## src/rtl/led_fade_engine_pkg.sv

```systemverilog
// Shared constants and state encodings for the LED fade/timing engine.
package led_fade_engine_pkg;

    localparam int unsigned N_DEF    = 6;
    localparam int unsigned T_DEF    = 10;
    localparam int unsigned T1_DEF   = 40;
    localparam int unsigned T2_DEF   = 35;
    localparam int unsigned K_DEF    = 20;
    localparam int unsigned DMAX_DEF = 10;
    localparam int unsigned DUTY_W   = 4;

    typedef enum logic [1:0] {
        T_IDLE  = 2'd0,
        T_COUNT = 2'd1,
        T_DONE  = 2'd2
    } timer_state_t;

    typedef enum logic [1:0] {
        C_IDLE = 2'd0,
        C_UP   = 2'd1,
        C_HOLD = 2'd2,
        C_DOWN = 2'd3
    } ctrl_state_t;

    function automatic int unsigned max3(input int unsigned a,
                                         input int unsigned b,
                                         input int unsigned c);
        int unsigned m;
        m = (a > b) ? a : b;
        return (m > c) ? m : c;
    endfunction

endpackage

```

## src/rtl/led_fade_engine_pwm.sv

```systemverilog
// Free-running PWM generator; duty is sampled only at the period boundary.
module pwm_wave_gen
    import led_fade_engine_pkg::*;
#(
    parameter int unsigned T = T_DEF
) (
    input  logic              clk,
    input  logic              rst,
    input  logic [DUTY_W-1:0] duty,
    output logic              pwm_out
);

    localparam int unsigned PCW  = (T > 1) ? $clog2(T) : 1;
    localparam int unsigned CMPW = (PCW > DUTY_W) ? PCW : DUTY_W;

    logic [PCW-1:0]    pc;
    logic [PCW-1:0]    pc_nxt;
    logic [DUTY_W-1:0] duty_q;
    logic [DUTY_W-1:0] duty_nxt;
    logic              pwm_nxt;
    logic              wrap;

    always_ff @(posedge clk) begin
        if (!rst) begin
            pc      <= '0;
            duty_q  <= '0;
            pwm_out <= 1'b0;
        end else begin
            pc      <= pc_nxt;
            duty_q  <= duty_nxt;
            pwm_out <= pwm_nxt;
        end
    end

    // pwm_out is computed from next-state values so it lines up with pc/duty_q.
    always_comb begin
        wrap     = (pc == PCW'(T - 1));
        pc_nxt   = wrap ? '0 : pc + PCW'(1);
        duty_nxt = wrap ? duty : duty_q;
        pwm_nxt  = (CMPW'(pc_nxt) < CMPW'(duty_nxt));
    end

endmodule

```

## src/rtl/led_fade_engine.sv

```systemverilog
// Interval timer, brightness ramp controller and PWM output for the LED animator.
module led_fade_engine
    import led_fade_engine_pkg::*;
#(
    parameter int unsigned N    = N_DEF,
    parameter int unsigned T    = T_DEF,
    parameter int unsigned T1   = T1_DEF,
    parameter int unsigned T2   = T2_DEF,
    parameter int unsigned K    = K_DEF,
    parameter int unsigned DMAX = DMAX_DEF
) (
    input  logic              clk,
    input  logic              rst,
    input  logic              timer_clr,
    input  logic              trig,
    input  logic [N-1:0]      load,
    output logic              out_pulse,
    input  logic              start,
    output logic [DUTY_W-1:0] d_c,
    output logic              overflow,
    output logic              pwm_out
);

    localparam int unsigned STEP_MAX = max3(T1, T2, K);
    localparam int unsigned SW       = (STEP_MAX > 1) ? $clog2(STEP_MAX) : 1;

    timer_state_t      t_state, t_state_nxt;
    logic [N-1:0]      t_count, t_count_nxt;
    logic              out_pulse_nxt;

    ctrl_state_t       c_state, c_state_nxt;
    logic [SW-1:0]     step, step_nxt;
    logic [DUTY_W-1:0] d_c_nxt;
    logic              overflow_nxt;

    always_ff @(posedge clk) begin
        if (!rst) begin
            t_state   <= T_IDLE;
            t_count   <= '0;
            out_pulse <= 1'b0;
        end else begin
            t_state   <= t_state_nxt;
            t_count   <= t_count_nxt;
            out_pulse <= out_pulse_nxt;
        end
    end

    // One-shot timer: pulse after `load` clocks, re-arm only after trig drops.
    always_comb begin
        t_state_nxt   = t_state;
        t_count_nxt   = t_count;
        out_pulse_nxt = 1'b0;
        if (timer_clr) begin
            t_state_nxt = T_IDLE;
            t_count_nxt = '0;
        end else begin
            case (t_state)
                T_IDLE: begin
                    if (trig) begin
                        t_state_nxt = T_COUNT;
                        t_count_nxt = (load == '0) ? N'(1) : load;
                    end
                end
                T_COUNT: begin
                    if (!trig) begin
                        t_state_nxt = T_IDLE;
                        t_count_nxt = '0;
                    end else if (t_count == N'(1)) begin
                        t_state_nxt   = T_DONE;
                        t_count_nxt   = '0;
                        out_pulse_nxt = 1'b1;
                    end else begin
                        t_count_nxt = t_count - N'(1);
                    end
                end
                T_DONE: begin
                    if (!trig) begin
                        t_state_nxt = T_IDLE;
                    end
                end
                default: begin
                    t_state_nxt = T_IDLE;
                    t_count_nxt = '0;
                end
            endcase
        end
    end

    always_ff @(posedge clk) begin
        if (!rst) begin
            c_state  <= C_IDLE;
            step     <= '0;
            d_c      <= '0;
            overflow <= 1'b0;
        end else begin
            c_state  <= c_state_nxt;
            step     <= step_nxt;
            d_c      <= d_c_nxt;
            overflow <= overflow_nxt;
        end
    end

    // Ramp controller: up every T1, hold K, down every T2, flag the return to zero.
    always_comb begin
        c_state_nxt  = c_state;
        step_nxt     = step;
        d_c_nxt      = d_c;
        overflow_nxt = 1'b0;
        case (c_state)
            C_IDLE: begin
                d_c_nxt = '0;
                if (start) begin
                    c_state_nxt = C_UP;
                    step_nxt    = '0;
                end
            end
            C_UP: begin
                if (step == SW'(T1 - 1)) begin
                    step_nxt = '0;
                    d_c_nxt  = d_c + DUTY_W'(1);
                    if (d_c == DUTY_W'(DMAX - 1)) begin
                        c_state_nxt = C_HOLD;
                    end
                end else begin
                    step_nxt = step + SW'(1);
                end
            end
            C_HOLD: begin
                if (step == SW'(K - 1)) begin
                    step_nxt    = '0;
                    c_state_nxt = C_DOWN;
                end else begin
                    step_nxt = step + SW'(1);
                end
            end
            C_DOWN: begin
                if (step == SW'(T2 - 1)) begin
                    step_nxt = '0;
                    d_c_nxt  = d_c - DUTY_W'(1);
                    if (d_c == DUTY_W'(1)) begin
                        c_state_nxt  = C_IDLE;
                        overflow_nxt = 1'b1;
                    end
                end else begin
                    step_nxt = step + SW'(1);
                end
            end
            default: begin
                c_state_nxt = C_IDLE;
                step_nxt    = '0;
                d_c_nxt     = '0;
            end
        endcase
    end

    pwm_wave_gen #(
        .T(T)
    ) u_pwm (
        .clk    (clk),
        .rst    (rst),
        .duty   (d_c),
        .pwm_out(pwm_out)
    );

endmodule

```

## config.mk

```make
export PLATFORM = sky130hd
export DESIGN_NAME = led_fade_engine
export DESIGN_NICKNAME = d
export VERILOG_FILES = /design/src/rtl/led_fade_engine_pkg.sv /design/src/rtl/led_fade_engine_pwm.sv /design/src/rtl/led_fade_engine.sv
export SDC_FILE = /design/constraint.sdc
export NUM_CORES = 1
export LEC_CHECK = 0
export CAP_MARGIN = 40
export CORE_UTILIZATION = 50
export DETAILED_ROUTE_END_ITERATION = 6
export PLACE_DENSITY = 0.71
export SYNTH_ARGS = -nofsm -noshare
export SYNTH_HDL_FRONTEND = slang
export SYNTH_SLANG_ARGS = --single-unit
export TNS_END_PERCENT = 20
```

## constraint.sdc

```tcl
create_clock -name clk -period 3.7 [get_ports clk]
set_input_delay 1.11 -clock clk [delete_from_list [all_inputs] [get_ports clk]]
set_output_delay 1.11 -clock clk [all_outputs]
set_load 0.02 [all_outputs]
```

# After elaboration in Yosys (flattened, before gate mapping)
# Cells that the tools add are included.
# word_totals
elab_cells	81
output_inout_bits	7
register_bits	31
# classes
muxes	29
bitwise_logic	4
n_reduce_logical	11
addsub	5
n_eq_ne	21
magnitude_cmp	1
# ops
operator	count
2-to-1 mux 6 bit	8
case mux 6 bit (4 select lines)	1
2-to-1 mux 2 bit	10
case mux 6 bit (3 select lines)	1
2-to-1 mux 4 bit	4
!= test 2 bit, second input constant	8
== test 6 bit, second input constant	2
case mux 4 bit (3 select lines)	1
AND reduction 3 bit	3
adder 4 x 1 -> 4 bit, second input constant	2
== test 4 bit, second input constant	2
case mux 2 bit (4 select lines)	1
adder 6 x 1 -> 6 bit, second input constant	1
== test 2 bit, second input constant	3
== test 6 x 1 -> 1 bit, second input constant	1
== test 6 x 5 -> 1 bit, second input constant	1
logical NOT 6 bit	1
case mux 2 bit (3 select lines)	1
AND reduction 6 bit	1
subtractor 6 x 1 -> 6 bit, second input constant	1
== test 2 x 1 -> 1 bit, second input constant	2
== test 4 x 1 -> 1 bit, second input constant	1
logical NOT 2 bit	2
less-than comparator 4 bit	1
other kinds (8)	12

# Depth between registers and ports, before layout
# Gate-level depths: netlist of run 1.
# depth
word_depth	4
depth_mapped	7
ltp_nobuf	7

# Cells and area by module
# From an unflattened synthesis of run 1, not the netlist that was laid out.
# hier_totals
cells_unflattened	225
area_unflattened_um2	1951.9
# modules_own_cells
mod	area_each_um2	seq_area_each_um2	n_inst	cells_per_inst
led_fade_engine	1490.2	440.4	1	180
pwm_wave_gen	461.7	180.2	1	45

# Least setup slack after synthesis of run 1
# No wires, ideal clock.
# synth_timing
path_type	input to register
start	in start
end	reg step[5]
setup_time_ns	0.121
stages	5
t_arrival_ns	1.861
path_buffers	0
path_slack_ns	1.718
cell_sequence	nand2b_1 > nand4_1 > or2_2 > xor2_1 > nor2_1
# synth_via
elab_chain_cells	1
# synth_lines
item	line	source
start: declaration	led_fade_engine.sv:18	input logic start,
!= test 2 bit (no line)	-	
end signal: assignment	led_fade_engine.sv:97	step <= step_nxt;
end: declaration	led_fade_engine.sv:32	logic [SW-1:0] step, step_nxt;
# No other way between the ends.
# A chain may end at the register's enable or synchronous reset.

# Final worst setup path of run 1
# layout_timing
start	reg d_c[1]
end	out d_c[1]
# layout_lines
item	line	source
start: declaration	led_fade_engine.sv:19	output logic [DUTY_W-1:0] d_c,
start signal: assignment	led_fade_engine.sv:98	d_c <= d_c_nxt;
# No word-level cell between the ends.

==> flow_metrics.env, run 1 <==
export IMPL_status="finished clean"
export IMPL_die_width_microns=62.22
export IMPL_async_reset_ff_share_pct=0
export IMPL_cts_max_level=2
export IMPL_grt_pass1_vias=1447
export IMPL_drtIter0Drc=92
export IMPL_cts_tree="yes"
export IMPL_cts_num_sinks=31
export IMPL_leakagePower_nw=0.7910
export IMPL_grt_pass1_wl_mm=6.479
export IMPL_synth_flop_cell="dfxtp_1"
export IMPL_synth_area_leaders="dfxtp_1, ha_1, mux2i_1, inv_1, nor2_1"
export IMPL_yosys_area_top_type="dfxtp_1"
export IMPL_antenna_found_initial=0
export IMPL_cts_buffers=5
export IMPL_rows=21
export IMPL_max_slew_margin_pct=67.75
export IMPL_ys_seq_elements=31
export IMPL_ir_worst_vdd_mv=0.2297
export IMPL_post_cts_buffers=0
export IMPL_fin_tns_setup_ps=0
export IMPL_gp_congestion=0.8480
export IMPL_viasPerCell=5.633
export IMPL_portBuffers=17
export IMPL_cp_start_kind="register"
export IMPL_synth_nets=229
export IMPL_initial_utilization_pct=53.08
export IMPL_crit_path_start="d_c[1]"
export IMPL_final_util_pct=61.65
export IMPL_whs_ps=521.5
export IMPL_cp_cell_sequence="clkdlybuf4s50_1"
export IMPL_netlist_area_sq_mm=0.001813
export IMPL_antenna_left=0
export IMPL_fill_cells=306
export IMPL_worstSetupEndpointType="output port"
export IMPL_fin_skew_ps=8.486
export IMPL_post_route_period_util_pct=70.22
export IMPL_hpwl_mm=2.903
export IMPL_finalMaxSlewViolations=0
export IMPL_synth_edff_count=0
export IMPL_tightest_slew_ps=482.3
export IMPL_drt_pass1_iterations=4
export IMPL_yosysSeqAreaShare_pct=34.23
export IMPL_root_buffer="clkbuf_4"
export IMPL_crit_required_ps=2590
export IMPL_grt_usage_pct=21.05
export IMPL_hp_start="c_state[0]"
export IMPL_core_sq_mm=0.003416
export IMPL_dieArea_sq_mm=0.003871
export IMPL_arrival_ps=1490
export IMPL_hp_class="reg2reg"
export IMPL_routed_wl_mm=3.826
export IMPL_r2r_start="u_pwm.pc[0]"
export IMPL_syn_avg_cell_area_sq_um=8.975
export IMPL_cap_violations=0
export IMPL_p_per_area_mw_per_mm2=483.7
export IMPL_regArea_sq_um=620.6
export IMPL_multi_input_area_sq_mm=0.001105
export IMPL_cp_max_fo=7
export IMPL_insertion_delay_ps=330
export IMPL_yosysWarnings=0
export IMPL_cts_resized=0
export IMPL_fin_nets=250
export IMPL_netlist_instances=202
export IMPL_die_y_microns=62.22
export IMPL_crit_family="buffers and inverters"
export IMPL_rsz0062_at_grt="no"
export IMPL_finalHoldViolCount=0
export IMPL_drive_above_1_share_pct=8.482
export IMPL_dr_total_vias=1521
export IMPL_ys_types=47
export IMPL_wl_per_cell_microns=14.17
export IMPL_ioPinCount=18
export IMPL_antenna_cells=0
export IMPL_slowest_delay_ps=660
export IMPL_cp_slowest_cell="clkdlybuf4s50_1"
export IMPL_path_clk_slew_ps=100
export IMPL_clk_path_buf_depth=2
export IMPL_fin_crit_ps=2598
export IMPL_crit_buf_inv=1
export IMPL_cts_hold_buf=0
export IMPL_max_freq_mhz=384.9
export IMPL_crit_type="reg2out"
export IMPL_grt_ovfl_total=0
export IMPL_setup_viol=0
export IMPL_area_growth_pct=16.15
export IMPL_synth_top_area_share_pct=34.23
export IMPL_remaining_drc_errors=0
export IMPL_grt_max_degree=16
[final cells by class]
cell class | count | area share [%]
multi-input cells | 150 | 52.47
flip-flops and latches | 31 | 29.47
repair buffers | 18 | 8.437
inverters | 17 | 3.030
well taps | 46 | 2.733
clock inverters | 3 | 2.080
clock buffers | 5 | 1.783
[path summary, 6_finish.rpt]
check | endpoint | cells after the start | slack (ps)
worst max-delay path | d_c[1] | 1 | 1100
worst min-delay path | c_state[0] | 2 | 520
worst min register to register | c_state[0] | 2 | 520
worst max register to register | u_pwm.pwm_out | 5 | 1810
[through the flow]
stage | instances | total power, mW | cell area [sq um] | worst slack (ps)
after global placement | 262 | 0.7424 | 2024 | 1162
after floorplan | 202 | 0.6583 | 1813 | 1718
after global routing | 270 | 1.086 | 2106 | 1020
after CTS | 270 | 1.024 | 2106 | 1081
after detailed placement | 262 | 0.7588 | 2024 | 1086
final | 270 | 1.019 | 2106 | 1102
[layout by cell type (no fill, tap or decap), types with 6 or more instances in the layout]
cell	synthesis	layout
clkdlybuf4s50_1	0	17
dfxtp_1	31	31
ha_1	16	16
inv_1	17	17
mux2i_1	11	11
nand2_1	13	13
nor2_1	16	16
nor2b_1	6	6
o21ai_0	8	8
[state kept, by name (all words and copies together) (netlist names)]
signal,count
step,6
t_state,2
d_c,4
c_state,2
out_pulse,1
u_pwm.pc,4
u_pwm.pwm_out,1
overflow,1
u_pwm.duty_q,4
t_count,6
[layer usage]
| layer | vias to the layer above | track usage, % | part of all wire (%) |
|---|---|---|---|
| met1 | 717 | 24.86 | 45 |
| met4 | 0 | 7.849 | 1.4 |
| li1 | 770 | - | - |
| met5 | - | 0 | 0 |
| met3 | 5 | 6.066 | 3.1 |
| met2 | 29 | 35.99 | 50 |
[cells by family (layout without fill, tap and decap cells)]
logic type / after synthesis / in the layout / synth area share [%]
simple gates: 73 / 73 / 22.57
compound gates: 42 / 42 / 17.39
flops: 31 / 31 / 34.23
buf+inv: 21 / 43 / 4.831
fa+ha+maj: 16 / 16 / 11.04
mux: 11 / 11 / 6.073
xor+xnor: 8 / 8 / 3.865
[worst min-delay path, cell delays in order, from the launching register on]
cell	delay [ps]
dfxtp_1	360
nand2_1	70
mux2i_1	60
[synth_stat cells, types with 2 or more instances]
library cell and n:
dfxtp_1 31, inv_1 17, ha_1 16, nor2_1 16
nand2_1 13, mux2i_1 11, o21ai_0 8, nor2b_1 6
a21oi_1 5, and3_1 5, nand2b_1 5, xnor2_1 5
and2_1 4, nand3_1 4, nand4_1 4, nor3_1 4
a211oi_1 3, a31oi_1 3, a32o_1 3, o22ai_1 3
xor2_1 3, clkbuf_1 2, nor4_1 2, nor4b_1 2
o21ai_1 2, o21ai_4 2, o221a_2 2, o32a_1 2
[power breakdown]
part	switching (mW)	internal (mW)
Combinational	0.200	0.152
Sequential	0.0420	0.361
Clock	0.122	0.142
Total	0.364	0.655
Power figures use the tool's default switching activity.
==> run 2: changes to the inputs <==
--- a/config.mk
+++ b/config.mk
@@ -8,7 +8,7 @@
 export CAP_MARGIN = 40
 export CORE_UTILIZATION = 50
 export DETAILED_ROUTE_END_ITERATION = 6
-export PLACE_DENSITY = 0.71
+export PLACE_DENSITY = 0.74
 export SYNTH_ARGS = -nofsm -noshare
 export SYNTH_HDL_FRONTEND = slang
 export SYNTH_SLANG_ARGS = --single-unit
==> constraint.sdc (replaced) <==
create_clock -name clk -period 2.2 [get_ports clk]
set_input_delay 0.66 -clock clk [delete_from_list [all_inputs] [get_ports clk]]
set_output_delay 0.66 -clock clk [all_outputs]
set_load 0.02 [all_outputs]
==> run 2 against run 1 <==
Net effect:
- setup slack got worse by 1000 ps
- power rose by 60%
- first-iteration DRC count fell by 48%
- largest cell class unchanged
- die area did not move
- largest power group unchanged
- via count rose by 2.0%
- sequential power rose by 68%
- clock-buffer cell count rose by 1
- final cell count rose by 0.37%
- hold slack improved by 3.6 ps
==> flow_metrics.env, run 2 (synthesis gave the netlist of run 1 again) <==
export IMPL_status="finished clean"
export IMPL_final_util_pct=61.39
export IMPL_layout_commonest_cell="dfxtp_1"
export IMPL_dieArea_sq_mm=0.003871
export IMPL_area_growth_pct=15.67
export IMPL_preCtsSetupSlack_ps=106.7
export IMPL_final_cell_mix="dfxtp_1, inv_1, clkdlybuf4s50_1, nor2_1, ha_1"
export IMPL_drive_above_1_share_pct=9.333
export IMPL_root_buffer="clkbuf_4"
export IMPL_fill_cells=301
export IMPL_grt_pass1_vias=1523
export IMPL_fin_crit_ps=2117
export IMPL_cap_violations=0
export IMPL_holdPathEnd="c_state[1]"
export IMPL_grt_max_degree=15
export IMPL_rsz0062_at_grt="no"
export IMPL_ioPinCount=18
export IMPL_max_slew_margin_pct=70.60
export IMPL_layout_setup_ws_ps=82.61
export IMPL_setup_viol=0
export IMPL_core_sq_mm=0.003416
export IMPL_hp_class="reg2reg"
export IMPL_viasPerCell=5.727
export IMPL_ir_worst_vdd_mv=0.4608
export IMPL_dr_total_vias=1552
export IMPL_finalHoldViolCount=0
export IMPL_cp_max_fo=7
export IMPL_gp_congestion=0.8340
export IMPL_clockPowerShare_pct=21.1
export IMPL_cp_cell_sequence="clkdlybuf4s50_1"
export IMPL_r2r_end="u_pwm.pwm_out"
export IMPL_switching_share_pct=37.20
export IMPL_finalMaxSlewViolations=0
export IMPL_path_clk_slew_ps=90
export IMPL_crit_required_ps=1540
export IMPL_die_y_microns=62.22
export IMPL_antenna_found_initial=0
export IMPL_cp_start_kind="register"
export IMPL_clk_path_buf_depth=2
export IMPL_insertion_delay_ps=330
export IMPL_rows=21
export IMPL_crit_buf_inv=1
export IMPL_hp_start="c_state[1]"
export IMPL_r2r_start="u_pwm.pc[0]"
export IMPL_slowest_delay_ps=660
export IMPL_rrSetupSlack_ps=360
export IMPL_cts_tree="yes"
export IMPL_seq_power_share_pct=41.6
export IMPL_initial_utilization_pct=53.08
export IMPL_p_per_area_mw_per_mm2=774.9
export IMPL_drtIter0Drc=48
export IMPL_leakagePower_nw=0.7899
export IMPL_grt_pass1_wl_mm=6.334
export IMPL_cts_resized=0
export IMPL_tightest_slew_ps=440.4
export IMPL_cts_buffers=5
export IMPL_top_regs="step (6), t_count (6)"
export IMPL_drt_pass1_iterations=4
export IMPL_arrival_ps=1460
export IMPL_portBuffers=17
export IMPL_cts_hold_buf=0
export IMPL_cp_slowest_cell="clkdlybuf4s50_1"
export IMPL_max_freq_mhz=472.3
export IMPL_fin_nets=252
export IMPL_grt_usage_pct=20.65
export IMPL_fin_tns_setup_ps=0
export IMPL_comb_power_share_pct=37.3
export IMPL_hpwl_mm=2.901
export IMPL_post_cts_buffers=0
export IMPL_remaining_drc_errors=0
export IMPL_die_width_microns=62.22
export IMPL_wl_per_cell_microns=13.96
export IMPL_crit_type="reg2out"
export IMPL_grt_ovfl_total=0
export IMPL_worstSetupEndpointType="output port"
export IMPL_r2r_cells=5
export IMPL_cts_num_sinks=31
export IMPL_hold_depth=2
export IMPL_post_route_period_util_pct=96.24
export IMPL_power_mw=1.625
export IMPL_crit_family="buffers and inverters"
export IMPL_cts_max_level=2
export IMPL_antenna_cells=0
export IMPL_antenna_left=0
export IMPL_p_int_mw=1.020
export IMPL_routed_wl_mm=3.784
export IMPL_switching_power_mw=0.6046
export IMPL_fin_skew_ps=2.293
## run 2: cell type report
class | count | area, sq um | area share [%]
multi-input combinational | 150 | 1105 | 52.69
sequential | 31 | 621.8 | 29.65
tap | 46 | 57.56 | 2.745
clock inverter | 1 | 5.005 | 0.2387
timing repair buffer | 20 | 192.7 | 9.189
clock buffer | 6 | 51.30 | 2.446
inverter | 17 | 63.81 | 3.043
## run 2: metrics by stage
stage / cells / hold slack (ps) / area [sq um]
3_3_place_gp: 264 / 477.0 / 2039
5_1_grt: 271 / 566.9 / 2097
2_1_floorplan: 202 / 457.2 / 1813
4_1_cts: 271 / 518.5 / 2096
3_5_place_dp: 264 / 496.3 / 2039
6_report: 271 / 525.1 / 2097
## run 2: how the worst max path moves through the flow
stage                           start            end  slack [ps]  depth (start not counted)
after floorplan           u_pwm.pc[0]  u_pwm.pwm_out         500                          6
after global placement           trig     t_count[5]         190                          5
after detailed placement         trig     t_count[5]         110                          5
after CTS                      d_c[0]         d_c[0]          50                          1
after global routing           d_c[1]         d_c[1]          20                          1
final                          d_c[1]         d_c[1]          80                          1
## run 2: metal layers
metal	share of wire, %	GRT usage, %	vias up	wire length [microns]
met5	0	0	-	0
met4	2.3	13.66	0	87
met3	5.3	6.434	13	202
met2	49	34.89	52	1851
met1	43	22.08	721	1643
li1	-	-	766	-
## run 2: power by group through the flow
stage	clock [mW]	combinational [mW]	sequential, mW
after floorplan	0	0.413	0.694
after global placement	0	0.567	0.685
after detailed placement	0	0.602	0.687
after CTS	0.348	0.606	0.674
after global routing	0.374	0.668	0.685
final	0.343	0.606	0.676
